===== config.mk =====
export PLATFORM = sky130hd
export DESIGN_NAME = arrow_scheduler
export DESIGN_NICKNAME = d
export VERILOG_FILES = /design/src/rtl/arrow_scheduler.sv
export SDC_FILE = /design/constraint.sdc
export NUM_CORES = 1
export LEC_CHECK = 0
export BUFFER_PORTS_ARGS = -buffer_cell sky130_fd_sc_hd__buf_2
export CORE_MARGIN = 2
export CORE_UTILIZATION = 35
export DETAILED_ROUTE_END_ITERATION = 8
export GPL_ROUTABILITY_DRIVEN = 0
export HOLD_SLACK_MARGIN = 0.06
export PLACE_DENSITY = 0.5
export SKIP_CTS_REPAIR_TIMING = 1
export SYNTH_ARGS = -nofsm -noshare
export SYNTH_HDL_FRONTEND = slang
export SYNTH_SLANG_ARGS = --single-unit

===== constraint.sdc =====
create_clock -name clk -period 15.58 [get_ports clk]
set_input_delay 0.779 -clock clk [delete_from_list [all_inputs] [get_ports clk]]
set_output_delay 0.779 -clock clk [all_outputs]
set_load 0.02 [all_outputs]

===== src/rtl/arrow_scheduler.sv =====
// Enemy-attack sequencer: walks a turn's pattern table, waits each entry's delay,
// and launches arrows into free pool slots, pulsing finished once all arrows retire.
module arrow_scheduler #(
    parameter int N_SLOTS  = 8,
    parameter int TICK_DIV = 6500000,
    parameter int IDX_W    = 4
) (
    input  logic                 clk,
    input  logic                 rst,
    input  logic                 start_in,
    input  logic [3:0]           turn_in,
    output logic [IDX_W+3:0]     pat_addr_out,
    input  logic [7:0]           pat_data_in,
    input  logic [N_SLOTS-1:0]   slot_active_in,
    output logic [N_SLOTS-1:0]   spawn_out,
    output logic [1:0]           spawn_dir_out,
    output logic [1:0]           spawn_speed_out,
    output logic                 spawn_inv_out,
    output logic                 busy_out,
    output logic                 finished_out
);

    typedef enum logic [2:0] {
        S_IDLE  = 3'd0,
        S_FETCH = 3'd1,
        S_LATCH = 3'd2,
        S_DELAY = 3'd3,
        S_ALLOC = 3'd4,
        S_DRAIN = 3'd5,
        S_DONE  = 3'd6
    } state_t;

    localparam logic [31:0]      TICK_W  = 32'(TICK_DIV);
    localparam logic [IDX_W-1:0] IDX_MAX = {IDX_W{1'b1}};

    state_t               state_r, state_s;
    logic [3:0]           turn_r, turn_s;
    logic [IDX_W-1:0]     index_r, index_s;
    logic [7:0]           entry_r, entry_s;
    logic [31:0]          cnt_r, cnt_s;
    logic [N_SLOTS-1:0]   pending_r, pending_s;
    logic [IDX_W+3:0]     pat_addr_r, pat_addr_s;
    logic [N_SLOTS-1:0]   spawn_r, spawn_s;
    logic [1:0]           dir_r, dir_s;
    logic [1:0]           speed_r, speed_s;
    logic                 inv_r, inv_s;
    logic                 busy_r, busy_s;
    logic                 finished_r, finished_s;

    logic [N_SLOTS-1:0]   free_s;
    logic [N_SLOTS-1:0]   pick_s;
    logic [31:0]          delay_total_s;
    logic                 alloc_try_s;

    assign pat_addr_out    = pat_addr_r;
    assign spawn_out       = spawn_r;
    assign spawn_dir_out   = dir_r;
    assign spawn_speed_out = speed_r;
    assign spawn_inv_out   = inv_r;
    assign busy_out        = busy_r;
    assign finished_out    = finished_r;

    // Lowest free slot isolated with the two's-complement trick.
    assign free_s        = ~(slot_active_in | pending_r);
    assign pick_s        = free_s & (~free_s + N_SLOTS'(1));
    assign delay_total_s = 32'(entry_r[2:0]) * TICK_W;

    // State and output registers.
    always_ff @(posedge clk) begin
        if (rst) begin
            state_r    <= S_IDLE;
            turn_r     <= 4'd0;
            index_r    <= {IDX_W{1'b0}};
            entry_r    <= 8'd0;
            cnt_r      <= 32'd0;
            pending_r  <= {N_SLOTS{1'b0}};
            pat_addr_r <= {(IDX_W+4){1'b0}};
            spawn_r    <= {N_SLOTS{1'b0}};
            dir_r      <= 2'd0;
            speed_r    <= 2'd0;
            inv_r      <= 1'b0;
            busy_r     <= 1'b0;
            finished_r <= 1'b0;
        end else begin
            state_r    <= state_s;
            turn_r     <= turn_s;
            index_r    <= index_s;
            entry_r    <= entry_s;
            cnt_r      <= cnt_s;
            pending_r  <= pending_s;
            pat_addr_r <= pat_addr_s;
            spawn_r    <= spawn_s;
            dir_r      <= dir_s;
            speed_r    <= speed_s;
            inv_r      <= inv_s;
            busy_r     <= busy_s;
            finished_r <= finished_s;
        end
    end

    // Next-state logic. The slot decision is taken on the edge entering ALLOC (or
    // on each stalled ALLOC edge) so the registered strobe shows in ALLOC's first cycle.
    always_comb begin
        state_s     = state_r;
        turn_s      = turn_r;
        index_s     = index_r;
        entry_s     = entry_r;
        cnt_s       = cnt_r;
        pat_addr_s  = pat_addr_r;
        busy_s      = busy_r;
        finished_s  = 1'b0;
        spawn_s     = {N_SLOTS{1'b0}};
        dir_s       = 2'd0;
        speed_s     = 2'd0;
        inv_s       = 1'b0;
        pending_s   = pending_r & ~slot_active_in;
        alloc_try_s = 1'b0;

        case (state_r)
            S_IDLE: begin
                if (start_in) begin
                    turn_s     = turn_in;
                    index_s    = {IDX_W{1'b0}};
                    pat_addr_s = {turn_in, {IDX_W{1'b0}}};
                    busy_s     = 1'b1;
                    state_s    = S_FETCH;
                end else begin
                    state_s = S_IDLE;
                end
            end
            S_FETCH: state_s = S_LATCH;
            S_LATCH: begin
                entry_s = pat_data_in;
                if (pat_data_in[2:0] == 3'd0) begin
                    state_s = S_DRAIN;
                end else begin
                    cnt_s   = 32'd0;
                    state_s = S_DELAY;
                end
            end
            S_DELAY: begin
                if (cnt_r == delay_total_s - 32'd1) begin
                    alloc_try_s = 1'b1;
                    state_s     = S_ALLOC;
                end else begin
                    cnt_s = cnt_r + 32'd1;
                end
            end
            S_ALLOC: begin
                if (spawn_r != {N_SLOTS{1'b0}}) begin
                    if (index_r == IDX_MAX) begin
                        state_s = S_DRAIN;
                    end else begin
                        index_s    = index_r + IDX_W'(1);
                        pat_addr_s = {turn_r, index_r + IDX_W'(1)};
                        state_s    = S_FETCH;
                    end
                end else begin
                    alloc_try_s = 1'b1;
                end
            end
            S_DRAIN: begin
                if ((slot_active_in == {N_SLOTS{1'b0}}) && (pending_r == {N_SLOTS{1'b0}})) begin
                    finished_s = 1'b1;
                    busy_s     = 1'b0;
                    state_s    = S_DONE;
                end else begin
                    state_s = S_DRAIN;
                end
            end
            S_DONE:  state_s = S_IDLE;
            default: state_s = S_IDLE;
        endcase

        if (alloc_try_s && (pick_s != {N_SLOTS{1'b0}})) begin
            spawn_s   = pick_s;
            dir_s     = entry_r[4:3];
            speed_s   = entry_r[6:5];
            inv_s     = entry_r[7];
            pending_s = pending_s | pick_s;
        end else begin
            spawn_s = {N_SLOTS{1'b0}};
        end
    end

endmodule

==> metrics.txt, run 1 <==
Synth Register Bits 78; Hold Vio Cnt, Final 0; Die Y 124 um; crit share post-route 38.9%; DRC 0; Distinct cells, synth 73; critical path's most frequent cell ha_1; Synth Net Count 668; initial antenna violation count 0; worst path required time 15.79 ns; H-tree depth reported by CTS 3; hold depth 2; dominant synthesized flop cell dfxtp_1; vias in the first global route 4,499; via count 4,793; status complete, no violations; GR Util All Layers 19.6%; max-slew violations 0; Worst EP arrival 6.27 ns; n_diodes 0; Final #Nets 696; Die Width 124 um; number of synthesized flops with an enable pin 0; crit path cell chain inv_1, ha_1, ha_1, a21o_1, and4_1, or3_4, a2111oi_4, nand4_2, o21ai_1, and4b_1, or4b_1, o41ai_4, nand2b_2, nor4_1; Crit. End Element register; area grow syn2layout 12.5%; Async SR Flop Fraction 0%; worst vdd ir 64.4 uV; Ys Warns 0; CTS tree done; CTS clk-pin slew, worst paths 0.06 ns; clock root cell clkbuf_16; sequential area share after synthesis 31.1%; layout cell share with drive strength beyond 1 12.5%; Mapped Area 0.00503 mm2; Synth top area share 31.1%; Worst path max stage delay 0.64 ns; placed cells 822; antenna-violating nets left 0; Synth Area per Inst 8.05 um2; Max-Slew Margin vs Limit 30.3%; crit-path max FO 13; Max Freq 165 MHz; Final Critical Period 6.07 ns; PwrDens 167 mW/mm2; largest net degree at the start of global routing 38; grt total ovfl 0; Worst-Margin Slew 1.04 ns; Initial Util 36.1%; IO Port Bufs 45; I/O pin cnt 46; Clock Sinks 78; synth top area cells dfxtp_1 (31%), nor2_1 (5.0%), ha_1 (4.5%); most numerous cell in the Yosys netlist dfxtp_1; Max Clock Skew 0.00685 ns; endpoints failing setup 0; Rows 43; hpwl dp 10,700 um; final setup TNS 0 ns; slowest cell on the critical path dfxtp_1; cell count after synthesis 625; WL per Instance 16.9 um; hold crit path type register to register; Routed WL 14,100 um; cts bufs inserted 9; DRT iter0 DRCs 375; clk buf depth 2; Max Cap Viol 0; cell taking the most area after synthesis dfxtp_1; first-pass GRT wire length 23,200 um; Reg2Reg Depth 14; RSZ-0062 raised after global routing no; Startpoint Class register; Clk Latency, worst-skew pair 0.34 ns; DRT Pass-1 Iters 5; core area 0.0139 mm2; Via-to-Cell Ratio 5.72; pre-CTS setup slack 9.57 ns; die area 0.0153 mm2; Crit Path Category register to register; fin worst setup slack 9.51 ns; most instantiated cells after synthesis dfxtp_1 (78), nor2_1 (67), nand2_1 (47); Post-Layout Cell Count 838; leakage power 2.13 nW
==> kinds of logic after synthesis <==
group	count (synthesis)	share of synthesized area, %
simple gates	273	29.2
buf+inv	52	4.18
fa+ha+maj	20	5.28
xor+xnor	34	6.20
flops	78	31.1
compound gates	150	20.5
mux	18	3.61
==> critical path: cells and delay by family, from the launching register on <==
kind / cells / cell delay, ns
AO/OA/AOI/OAI: 4 / 1.64
adder cells (fa/ha/maj): 2 / 0.85
AND/OR/NAND/NOR: 7 / 2.51
buffers and inverters: 1 / 0.27
flip-flops: 1 / 0.64
==> per-stage QoR <==
| stage | utilization [%] | cell area, um2 | hold slack (ns) | total power [mW] |
|---|---|---|---|---|
| floorplan | - | 5030 | 0.409 | 0.636 |
| global placement | 38.6 | 5380 | 0.419 | 0.744 |
| detailed placement | 38.6 | 5380 | 0.417 | 0.745 |
| CTS | 40.6 | 5660 | 0.426 | 0.945 |
| global route | 40.6 | 5660 | 0.451 | 1.01 |
| finish | 40.6 | 5660 | 0.425 | 0.944 |
==> worst paths after layout <==
kind         startpoint            end  slack, ns
max          entry_r[0]   spawn_out[1]       9.51
min          entry_r[7]  spawn_inv_out       0.43
max reg2reg  entry_r[0]   spawn_out[1]       9.51
min reg2reg  entry_r[7]  spawn_inv_out       0.43
==> report_power, final <==
group | total, mW | internal, mW | switching, mW
Sequential | 0.243 | 0.218 | 0.0252
Clock | 0.193 | 0.108 | 0.0846
Combinational | 0.508 | 0.200 | 0.309
Total | 0.944 | 0.525 | 0.419
==> per-layer routing <==
layer / up-vias / global-route usage [%] / share of wire (%)
met5: - / 0 / 0
met2: 137 / 31.7 / 47
met1: 2245 / 25.2 / 46
met3: 30 / 4.62 / 4.8
met4: 0 / 7.81 / 2.5
li1: 2381 / - / -
==> registers in the layout (all words and copies together) (netlist names) <==
| name | count |
|---|---|
| spawn_inv_out | 1 |
| spawn_out | 8 |
| entry_r | 8 |
| spawn_speed_out | 2 |
| spawn_dir_out | 2 |
| pat_addr_out | 5 |
| busy_out | 1 |
| turn_r | 4 |
| finished_out | 1 |
| pending_r | 8 |
| index_r | 3 |
| state_r | 3 |
| cnt_r | 32 |
==> cells in the final DEF, fill, tap and decap left out, drive strengths merged, types with 6 or more instances in the layout <==
cell / netlist / routed
nor2: 67 / 67
nand4: 15 / 15
clkbuf: 24 / 9
ha: 18 / 18
a31oi: 9 / 9
nand3: 22 / 22
nand2b: 9 / 9
xnor2: 24 / 24
nand2: 47 / 47
mux2i: 17 / 17
a21oi: 39 / 39
a21o: 6 / 6
inv: 20 / 21
buf: 8 / 49
dfxtp: 78 / 78
or3: 19 / 19
nor4: 13 / 13
xor2: 9 / 9
nor3: 28 / 28
o31ai: 11 / 11
and3: 11 / 11
o21ai: 34 / 34
o211ai: 7 / 7
or4: 14 / 14
==> cell type report <==
cell class,count,area (um2)
clock inverter,7,50.0
tap,180,225
timing repair buffer,49,255
clock buffer,9,225
inverter,20,75.1
fill,1441,8280
sequential,78,1560
multi-input combinational,495,3260
Power figures use the tool's default switching activity.
==> run 2: changes to the inputs <==
clock period = 6.1 ns   (was 15.58 ns; I/O delays follow)
==> metrics.txt, run 2 (synthesis gave the netlist of run 1 again) <==
Clk Latency, worst-skew pair 0.35 ns (about the same); CTS tree done; max FFs per register 32 (unchanged); Critical path destination spawn_out[4]; Via-to-Cell Ratio 5.69 (-0.55%); n_diodes 0 (unchanged); CTS clk-pin slew, worst paths 0.06 ns (about the same); antenna-violating nets left 0 (unchanged); clk buf depth 2 (unchanged); Worst EP arrival 5.80 ns (-0.47 ns); crit-path max FO 17 (+4); RSZ-0062 raised after global routing no; I/O pin cnt 46 (unchanged); H-tree depth reported by CTS 3 (unchanged); leakage power 2.15 nW (+1.3%); PwrDens 424 mW/mm2 (+150%); RR Startpoint entry_r[2]; Post-Layout Cell Count 843 (+0.60%); GR Util All Layers 19.2% (-0.36 points); design area 0.00569 mm2 (+0.64%); Die Width 124 um (unchanged); critical path launch point entry_r[2]; Crit Path Category register to register; Crit. End Element register; worst vdd ir 211 uV (+230%); Routed WL 14,000 um (-1.0%); max-slew violations 0 (unchanged); initial antenna violation count 0 (unchanged); WL per Instance 16.6 um (-1.6%); fin worst setup slack 0.567 ns (-8.95 ns); Initial Util 36.1% (unchanged); crit share post-route 90.7% (+52 points); FF-to-FF End spawn_out[4]; Reg2Reg Depth 15 (+1); status complete, no violations; layout cell share with drive strength beyond 1 13.0% (+0.51 points); clock root cell clkbuf_16; DRC 0 (unchanged); endpoints failing setup 0 (unchanged); commonest non-fill, non-tap cells in the layout dfxtp_1 (78), nor2_1 (67), nand2_1 (47); pre-CTS setup slack 0.636 ns (-8.93 ns); Final #Nets 702 (+0.86%); die area 0.0153 mm2 (unchanged); DRT Pass-1 Iters 7 (+2); DRT iter0 DRCs 452 (+21%); Die Y 124 um (unchanged); Max-Slew Margin vs Limit 32.4% (+2.1 points); first-pass GRT wire length 22,900 um (-1.2%); area grow syn2layout 13.2%; core area 0.0139 mm2 (unchanged); grt total ovfl 0 (unchanged); vias in the first global route 4,462 (-0.82%); Worst-Margin Slew 1.01 ns (-0.0318 ns); Startpoint Class register; most common cell after layout, fill and taps aside dfxtp_1; Max Freq 181 MHz (+9.7%); cts bufs inserted 9 (unchanged); Max Cap Viol 0 (unchanged); Max Clock Skew 0.00998 ns (+0.00313 ns); most flop-heavy register cnt_r; R2R Setup Slk 0.57 ns (-8.95 ns); IO Port Bufs 45 (unchanged); hold depth 2 (unchanged); Clock Sinks 78 (unchanged); Final Critical Period 5.53 ns (-0.534 ns); fin util 40.8% (+0.26 points); via count 4,795 (+0.042%); final setup TNS 0 ns (unchanged); hpwl dp 10,500 um (-1.0%); placed inst area 0.00543 mm2 (+0.84%); Hold Vio Cnt, Final 0 (unchanged); largest net degree at the start of global routing 38 (unchanged); Rows 43 (unchanged); placed cells 828 (+0.73%); worst path required time 6.36 ns (-9.43 ns); hold crit path type input port to register
[run 2: critical path, stage by stage (launching register included)]
cell       delay [ns]
dfxtp_1          0.79
ha_1             0.37
ha_1             0.39
ha_1             0.26
a21o_1           0.16
and4_1           0.33
o21ai_1          0.18
a2111oi_4        0.58
nand4_2          0.32
o21ai_1          0.19
and4b_1          0.24
or4b_1           0.59
o41ai_4          0.32
buf_4            0.21
nand2b_2         0.21
nor4b_2          0.29
[run 2: power by group]
part / switching (mW) / leakage [nW] / internal [mW] / total [mW]
sequential: 0.0584 / 0.631 / 0.556 / 0.614
combinational: 0.788 / 1.40 / 0.524 / 1.31
clock: 0.215 / 0.125 / 0.274 / 0.489
[run 2: worst min-delay path by stage]
stage	end	slack, ns	startpoint
finish	pending_r[0]	0.13	slot_active_in[0]
global route	pending_r[0]	0.12	slot_active_in[0]
CTS	pending_r[0]	0.12	slot_active_in[0]
detailed placement	spawn_dir_out[0]	0.42	entry_r[3]
global placement	spawn_inv_out	0.42	entry_r[7]
floorplan	spawn_out[3]	0.38	slot_active_in[3]
[run 2: final cells by class]
| class | count | area [um2] |
|---|---|---|
| clock inverter | 5 | 37.5 |
| sequential | 78 | 1560 |
| inverter | 20 | 75.1 |
| timing repair buffer | 55 | 300 |
| clock buffer | 10 | 229 |
| multi-input combinational | 495 | 3260 |
| tap | 180 | 225 |
| fill | 1405 | 8240 |
[run 2: metal layers]
metal	global-route usage, %	share of wire, %	vias to the layer above
met2	31.0	47	115
met1	25.3	46	2270
met3	4.58	4.5	19
met4	6.18	1.9	0
met5	0	0	-
li1	-	-	2391
[run 2: per-stage QoR]
step	power [mW]	hold slack, ns
2_1_floorplan	1.62	0.376
3_3_place_gp	1.91	0.420
3_5_place_dp	1.92	0.422
4_1_cts	2.42	0.117
5_1_grt	2.60	0.124
6_report	2.42	0.128
